## src/rtl/updown_counter_fsm.sv

```systemverilog
// rtl/updown_counter_fsm.sv - W-bit up/down counter with limit, load and stop/wrap/saturate/bounce end modes
module updown_counter_fsm #(
   parameter int CNTR_WDTH = 5
) (
   input  logic                 clk,
   input  logic                 rst,
   input  logic                 act,
   input  logic                 up_dwn,
   input  logic                 load,
   input  logic [CNTR_WDTH-1:0] ld_val,
   input  logic [CNTR_WDTH-1:0] limit,
   input  logic [1:0]           mode,
   output logic [CNTR_WDTH-1:0] count,
   output logic                 ovrflw,
   output logic                 dir
);

   typedef enum logic [1:0] {
      IDLE = 2'b00,
      UP   = 2'b01,
      DOWN = 2'b10,
      OVF  = 2'b11
   } state_t;

   localparam logic [1:0] MODE_STOP = 2'b00;
   localparam logic [1:0] MODE_WRAP = 2'b01;
   localparam logic [1:0] MODE_SAT  = 2'b10;
   localparam logic [1:0] MODE_BNC  = 2'b11;

   localparam logic [CNTR_WDTH-1:0] ZERO = '0;
   localparam logic [CNTR_WDTH-1:0] ONE  = {{(CNTR_WDTH-1){1'b0}}, 1'b1};

   state_t                 state;
   state_t                 state_nxt;
   logic [CNTR_WDTH-1:0]   count_nxt;
   logic                   ovrflw_nxt;
   logic                   dir_nxt;
   logic                   eff_dir;
   logic                   at_bound;

   always_ff @(posedge clk) begin
      if (!rst) begin
         state  <= IDLE;
         count  <= '0;
         ovrflw <= 1'b0;
         dir    <= 1'b1;
      end else begin
         state  <= state_nxt;
         count  <= count_nxt;
         ovrflw <= ovrflw_nxt;
         dir    <= dir_nxt;
      end
   end

   always_comb begin
      state_nxt  = state;
      count_nxt  = count;
      ovrflw_nxt = ovrflw;
      dir_nxt    = dir;

      // Bounce keeps its own direction once running; every other mode follows up_dwn live.
      eff_dir  = (mode == MODE_BNC && state != IDLE) ? dir : up_dwn;
      at_bound = eff_dir ? (count >= limit) : (count == ZERO);

      if (load) begin
         count_nxt  = (ld_val > limit) ? limit : ld_val;
         ovrflw_nxt = 1'b0;
         dir_nxt    = up_dwn;
         state_nxt  = IDLE;
      end else if (state != OVF) begin
         ovrflw_nxt = 1'b0;
         if (mode != MODE_BNC || act) begin
            dir_nxt = eff_dir;
         end
         if (!act) begin
            state_nxt = IDLE;
         end else if (!at_bound) begin
            count_nxt = eff_dir ? count + ONE : count - ONE;
            state_nxt = eff_dir ? UP : DOWN;
         end else begin
            ovrflw_nxt = 1'b1;
            state_nxt  = eff_dir ? UP : DOWN;
            case (mode)
               MODE_STOP: begin
                  count_nxt = eff_dir ? limit : ZERO;
                  state_nxt = OVF;
               end
               MODE_WRAP: count_nxt = eff_dir ? ZERO : limit;
               MODE_SAT:  count_nxt = eff_dir ? limit : ZERO;
               MODE_BNC: begin
                  dir_nxt   = ~eff_dir;
                  // A zero-length range has nowhere to bounce to, so it pins at 0.
                  if (limit == ZERO) begin
                     count_nxt = ZERO;
                  end else begin
                     count_nxt = eff_dir ? limit - ONE : ONE;
                  end
                  state_nxt = eff_dir ? DOWN : UP;
               end
            endcase
         end
      end
   end

endmodule

```

## config.mk

```make
export PLATFORM = sky130hd
export DESIGN_NAME = updown_counter_fsm
export DESIGN_NICKNAME = d
export VERILOG_FILES = /design/src/rtl/updown_counter_fsm.sv
export SDC_FILE = /design/constraint.sdc
export NUM_CORES = 1
export LEC_CHECK = 0
export ABC_AREA = 0
export CAP_MARGIN = 40
export CORE_ASPECT_RATIO = 1.2
export CORE_UTILIZATION = 40
export CTS_CLUSTER_SIZE = 14
export DETAILED_ROUTE_END_ITERATION = 10
export GPL_ROUTABILITY_DRIVEN = 0
export MAX_ROUTING_LAYER = met4
export PLACE_DENSITY = 0.67
export SLEW_MARGIN = 20
export SYNTH_ARGS = -nofsm -noshare
export SYNTH_HDL_FRONTEND = slang
export SYNTH_SLANG_ARGS = --single-unit
```

## constraint.sdc

```tcl
create_clock -name clk -period 2.34 [get_ports clk]
set_input_delay 0.585 -clock clk [delete_from_list [all_inputs] [get_ports clk]]
set_output_delay 0.585 -clock clk [all_outputs]
set_load 0.01 [all_outputs]
```

## Yosys cells after proc, flatten, opt, wreduce, memory -nomap -nowiden

Index checks and enable logic that the tools add are counted.
W data, S select, Z words.

| storage, ports and cells | value |
|---|---|
| output and inout port bits | 7 |
| register bits | 9 |

| operators by class | value |
|---|---|
| equal/unequal tests | 5 |
| reduce and logical (&&, ||, !) cells | 11 |
| $lt $le $gt $ge | 2 |
| bitwise operators | 2 |
| mux-type cells | 26 |
| add/subtract/negate cells | 3 |

Operators by type and width:

| operator | number |
|---|---|
| $mux W5 | 10 |
| $pmux W5 S3 | 1 |
| $logic_not A5 Y1 | 2 |
| $mux W1 | 10 |
| $sub A5 B1 Y5 const B | 2 |
| $mux W2 | 4 |
| $reduce_bool A2 Y1 | 3 |
| $add A5 B1 Y5 const B | 1 |
| $ge A5 B5 Y1 | 1 |
| $gt A5 B5 Y1 | 1 |
| $eq A2 B2 Y1 const B | 2 |
| $ne A2 B2 Y1 const B | 2 |
| $pmux W2 S2 | 1 |
| $reduce_or A2 Y1 | 2 |
| $eq A2 B1 Y1 const B | 1 |
| $logic_not A2 Y1 | 1 |
| $not A1 Y1 | 2 |
| $reduce_and A2 Y1 | 1 |
| $logic_and A1 B1 Y1 | 1 |
| $logic_or A1 B1 Y1 | 1 |

## Longest topological paths before layout

| depth | value |
|---|---|
| word-level depth | 10 |
| depth in mapped cells | 11 |
| gate-level depth less buffers | 10 |

## Worst setup path after synthesis

Ideal clock, no wire load.

| path | value |
|---|---|
| path type | input to register |
| from | input mode[0] |
| to | register count[4] |
| setup slack | -153 ps |
| stages on the path | 11 |
| buffers on the path | 1 |
| data required time | 2,213 ps |
| data arrival time | 2,367 ps |
| path through | ha_1 o21ai_2 mux2_4 buf_6 xnor2_1 ha_1 nor4_1 nand2_1 and3_1 o211ai_1 a31oi_1 |

| on the way | value |
|---|---|
| longest elaborated chain between the ends | 10 |

Ends and longest elaborated chain:

| element | RTL line | text |
|---|---|---|
| start, declared | 12 | `input logic [1:0] mode,` |
| $eq A2 B2 Y1 | 62, 83 |  |
| $logic_and A1 B1 Y1 | 62 | `eff_dir = (mode == MODE_BNC && state != IDLE) ? dir : up_dwn;` |
| $mux W1 | 62 |  |
| $mux W5 | 96 | `count_nxt = eff_dir ? limit - ONE : ONE;` |
| $mux W5 | 93 | `if (limit == ZERO) begin` |
| $pmux W5 S3 | 83 | `case (mode)` |
| $mux W5 * | 77 | `end else if (!at_bound) begin` |
| $mux W5 * | 75 | `if (!act) begin` |
| $mux W5 * | 70 | `end else if (state != OVF) begin` |
| $mux W5 * | 65 | `if (load) begin` |
| end signal, assigned | 49 | `count <= count_nxt;` |
| end, declared | 13 | `output logic [CNTR_WDTH-1:0] count,` |

Every way passes the cells marked *; elsewhere a longest branch is shown, timed or not. The select of a mux whose other input is x is not followed.
A chain may end at the register's enable or synchronous reset.

## Worst setup path after layout

| path | value |
|---|---|
| from | input limit[0] |
| to | register count[0] |

| on the way | value |
|---|---|
| longest elaborated chain between the ends | 8 |

Ends and longest elaborated chain:

| element | RTL line | text |
|---|---|---|
| start, declared | 11 | `input logic [CNTR_WDTH-1:0] limit,` |
| $sub A5 B1 Y5 | 96 |  |
| $mux W5 | 96 |  |
| $mux W5 | 93 |  |
| $pmux W5 S3 | 83 |  |
| $mux W5 | 77 |  |
| $mux W5 | 75 |  |
| $mux W5 | 70 |  |
| $mux W5 * | 65 |  |

Marked as above.

==> run_summary.xml <==
<?xml version="1.0" encoding="UTF-8"?>
<metrics>
  <group name="final_layout">
    <metric name="fin_nets" unit="">239</metric>
    <metric name="antenna_cells" unit="">0</metric>
    <metric name="fillers" unit="">231</metric>
    <metric name="layout.cells.most_common" unit="">sky130_fd_sc_hd__buf_4</metric>
    <metric name="area_taken_by_flip_flops_and_latches" unit="um^2">180.2</metric>
    <metric name="syn2layout_area_growth" unit="%">48.90</metric>
    <metric name="multi_input_area" unit="um^2">1090</metric>
    <metric name="finalCoreUtilization" unit="%">64.33</metric>
    <metric name="finalInstanceArea" unit="um^2">1859</metric>
    <metric name="drive_gt1_share" unit="%">34.63</metric>
    <metric name="final_cell_mix" unit="">sky130_fd_sc_hd__buf_4, sky130_fd_sc_hd__clkdlybuf4s50_1, sky130_fd_sc_hd__ha_1</metric>
  </group>
  <group name="sta">
    <metric name="final-setup-viol-count" unit="">0</metric>
    <metric name="timing.final.crit_share" unit="%">96.69</metric>
    <metric name="finalHoldViolations" unit="">0</metric>
    <metric name="max_clock_freq" unit="MHz">442.0</metric>
    <metric name="fin_crit" unit="ns">2.263</metric>
    <metric name="worst-slew-pin-transition" unit="ns">0.4350</metric>
    <metric name="maxSlewHeadroom" unit="%">70.89</metric>
    <metric name="hold_slack" unit="ns">0.4910</metric>
    <metric name="finClkSkew" unit="ns">0.001639</metric>
    <metric name="final_count_of_pins_violating_max_slew" unit="">0</metric>
    <metric name="final.setup.worst_slack" unit="ns">0.07743</metric>
  </group>
  <group name="grt">
    <metric name="antenna_found_initial" unit="">0</metric>
    <metric name="overflow" unit="">0</metric>
    <metric name="largest_net_degree_at_the_start_of_global_routing" unit="">12</metric>
    <metric name="grt_use_total" unit="%">25.10</metric>
    <metric name="wire_length_of_the_first_global_routing_pass" unit="um">6127</metric>
    <metric name="first_global_vias" unit="">1373</metric>
  </group>
  <group name="synthesis">
    <metric name="yosys.area.top_type_share" unit="%">16.03</metric>
    <metric name="synth_enable_flop_cells" unit="">0</metric>
    <metric name="async_flop_share" unit="%">0</metric>
    <metric name="post_synth.cell_area_avg" unit="um^2">8.437</metric>
    <metric name="yosys-top-cells-area" unit="">sky130_fd_sc_hd__ha_1, sky130_fd_sc_hd__dfxtp_1, sky130_fd_sc_hd__mux2i_1</metric>
    <metric name="syn-cell-area" unit="um^2">1249</metric>
    <metric name="synth.distinct_cells" unit="">47</metric>
    <metric name="synthFlopType" unit="">sky130_fd_sc_hd__dfxtp_1</metric>
    <metric name="yosys_register_bits" unit="">9</metric>
    <metric name="synth.yosys.seq_area_share" unit="%">14.43</metric>
    <metric name="synthCells" unit="">148</metric>
    <metric name="yosys_warnings" unit="">0</metric>
    <metric name="yosys.area.top_type" unit="">sky130_fd_sc_hd__ha_1</metric>
    <metric name="postSynthNetCount" unit="">181</metric>
  </group>
  <group name="setup_path">
    <metric name="worst-r2r-setup-slack" unit="ns">0.23</metric>
    <metric name="endpoint_kind" unit="">flip-flop</metric>
    <metric name="timing.critical_path.cells" unit="">dlygate4sd2_1, ha_1, nand2b_1, a2111o_1, a31oi_4, o21bai_4, mux2_4, a21oi_2</metric>
    <metric name="crit_required" unit="ns">2.55</metric>
    <metric name="critical_path_buf_inv_count" unit="">1</metric>
    <metric name="critical_path.top_delay_family" unit="">compound AO/OA/AOI/OAI gates</metric>
    <metric name="critical-path-slowest-cell" unit="">sky130_fd_sc_hd__a2111o_1</metric>
    <metric name="startpoint_type" unit="">input pin</metric>
    <metric name="crit_path_max_fanout" unit="">4</metric>
    <metric name="slowest_delay" unit="ns">0.40</metric>
    <metric name="worst-endpoint-arrival" unit="ns">2.47</metric>
    <metric name="worstSetupPathType" unit="">in -&gt; reg</metric>
  </group>
  <group name="pwr">
    <metric name="clock_power_share" unit="%">17.4</metric>
    <metric name="irDropWorstVdd" unit="mV">0.2699</metric>
    <metric name="power.switching_fraction" unit="%">37.91</metric>
    <metric name="pwr_density_cell" unit="nW/um^2">399.9</metric>
    <metric name="totalPowerFinal" unit="mW">0.7435</metric>
    <metric name="power.net_switching" unit="mW">0.2818</metric>
    <metric name="power_frac_comb" unit="%">57.4</metric>
    <metric name="power.sequential.fraction" unit="%">25.2</metric>
    <metric name="leakage" unit="nW">0.8240</metric>
    <metric name="cellInternalPower" unit="mW">0.4616</metric>
  </group>
  <group name="clocking">
    <metric name="clock_sink_count" unit="">9</metric>
    <metric name="cts-root-buf" unit="">sky130_fd_sc_hd__clkbuf_4</metric>
    <metric name="path_clk_slew" unit="ns">0.07</metric>
    <metric name="hold_buffers_post_cts" unit="">0</metric>
    <metric name="cts_buffers" unit="">3</metric>
    <metric name="tritoncts" unit="">done</metric>
    <metric name="clk_path_buf_depth" unit="">2</metric>
    <metric name="insertion_delay_of_the_later_clocked_pin_in_the_worst_skew_pair" unit="ns">0.27</metric>
    <metric name="ctsHtreeMaxLevel" unit="">1</metric>
  </group>
  <group name="route">
    <metric name="detail_route.first_pass.iterations" unit="">4</metric>
    <metric name="detailedRoute.firstIterationViolations" unit="">41</metric>
    <metric name="avgRoutedWirePerCell" unit="um">15.80</metric>
    <metric name="route.final.wire_length" unit="um">3777</metric>
    <metric name="antenna_violating_nets_post_route" unit="">0</metric>
    <metric name="vias_per_cell" unit="">5.849</metric>
    <metric name="post-route-drc-count" unit="">0</metric>
    <metric name="routed-via-count" unit="">1398</metric>
  </group>
  <group name="placement">
    <metric name="place.detailed.hpwl" unit="um">2999</metric>
    <metric name="place_ws" unit="ns">-0.5149</metric>
    <metric name="postPlaceCellArea" unit="um^2">1765</metric>
    <metric name="io_buffers" unit="">23</metric>
  </group>
  <group name="floorplanning">
    <metric name="top_level_ports" unit="">24</metric>
    <metric name="core_area" unit="um^2">2890</metric>
    <metric name="dieArea" unit="um^2">3350</metric>
    <metric name="die-height" unit="um">63.21</metric>
    <metric name="row_count" unit="">21</metric>
    <metric name="initial_util" unit="%">43.20</metric>
    <metric name="die_extent_in_x" unit="um">53.01</metric>
  </group>
  <group name="min_path">
    <metric name="min_path_type" unit="">reg -&gt; reg</metric>
  </group>
  <group name="run_status">
    <metric name="status" unit="">complete, no violations</metric>
  </group>
  <group name="job">
    <metric name="max-cap-violations" unit="">0</metric>
  </group>
</metrics>
==> power by group through the flow <==
stage                     clock, mW  combinational, mW  sequential (mW)
after detailed placement          0              0.398            0.189
after floorplan                   0              0.224            0.193
final                         0.129              0.427            0.187
after global routing          0.138              0.462            0.189
after global placement            0              0.390            0.189
after CTS                     0.128              0.404            0.187
==> state kept, by name (all words and copies together) (netlist names) <==
| register | cells |
|---|---|
| ovrflw | 1 |
| count | 5 |
| dir | 1 |
| state | 2 |
==> worst register-to-register path, stage by stage (launching register included) <==
cell and delay (ns):
sky130_fd_sc_hd__dfxtp_1 0.40, sky130_fd_sc_hd__or3_1 0.40, sky130_fd_sc_hd__or3_4 0.36, sky130_fd_sc_hd__nor2_4 0.14, sky130_fd_sc_hd__o21ba_4 0.19, sky130_fd_sc_hd__buf_4 0.13, sky130_fd_sc_hd__a211oi_2 0.24, sky130_fd_sc_hd__o22ai_1 0.13
==> repair_timing <==
item	4_1_cts	5_1_grt
endpoints found under the setup margin	9	8
pin swaps	3	12
resized for setup	10	19
buffers inserted	0	1
==> area by class of cell <==
type	instances	share of cell area [%]
clock buffers	4	1.413
inverters	11	2.221
repair buffers	57	25.77
well taps	34	2.288
flip-flops and latches	9	9.690
multi-input cells	124	58.61
==> layer usage <==
layer	wire length, um	share of wire (%)	global-route usage (%)
met4	116	3.1	8.224
met2	1853	49	42.41
met1	1618	43	29.45
met3	189	5.0	3.865
met5	0	0	-
==> metrics by stage <==
stage	setup TNS, ns	instances
detailed placement	-3.394	234
finish	0	239
floorplan	-0.05021	148
global placement	-3.183	234
CTS	-0.008182	238
global route	-0.009825	239
==> cell usage after synthesis, drive strengths merged (2+ instances only) <==
master / n
o21ai: 9
a211oi: 2
nand2b: 6
or3: 2
buf: 2
a2bb2oi: 2
xnor2: 3
ha: 16
nand2: 7
dfxtp: 9
mux2: 6
clkbuf: 2
nor3: 2
a22oi: 3
a21oi: 11
nand4b: 2
nor2: 10
nor4: 2
inv: 11
o31ai: 6
o211ai: 4
nand3: 5
o21a: 2
a21o: 2
a31oi: 3
o22ai: 2
mux2i: 7
==> logic make-up (layout without fill, tap and decap cells) <==
family | Yosys count | count (layout) | share of synthesized area, %
flip-flops | 9 | 9 | 14.43
buffers and inverters | 15 | 72 | 5.411
AND/OR/NAND/NOR | 41 | 41 | 18.04
XOR/XNOR | 3 | 3 | 2.105
multiplexers | 13 | 13 | 11.92
AO/OA/AOI/OAI | 51 | 51 | 32.06
adder cells (fa/ha/maj) | 16 | 16 | 16.03
==> path summary, 6_finish.rpt <==
| kind | cells after the start | to | startpoint |
|---|---|---|---|
| max reg2reg | 7 | count[1] | count[2] |
| min reg2reg | 2 | ovrflw | ovrflw |
| min | 2 | ovrflw | ovrflw |
| max | 8 | count[0] | limit[0] |
Power figures use the tool's default switching activity.
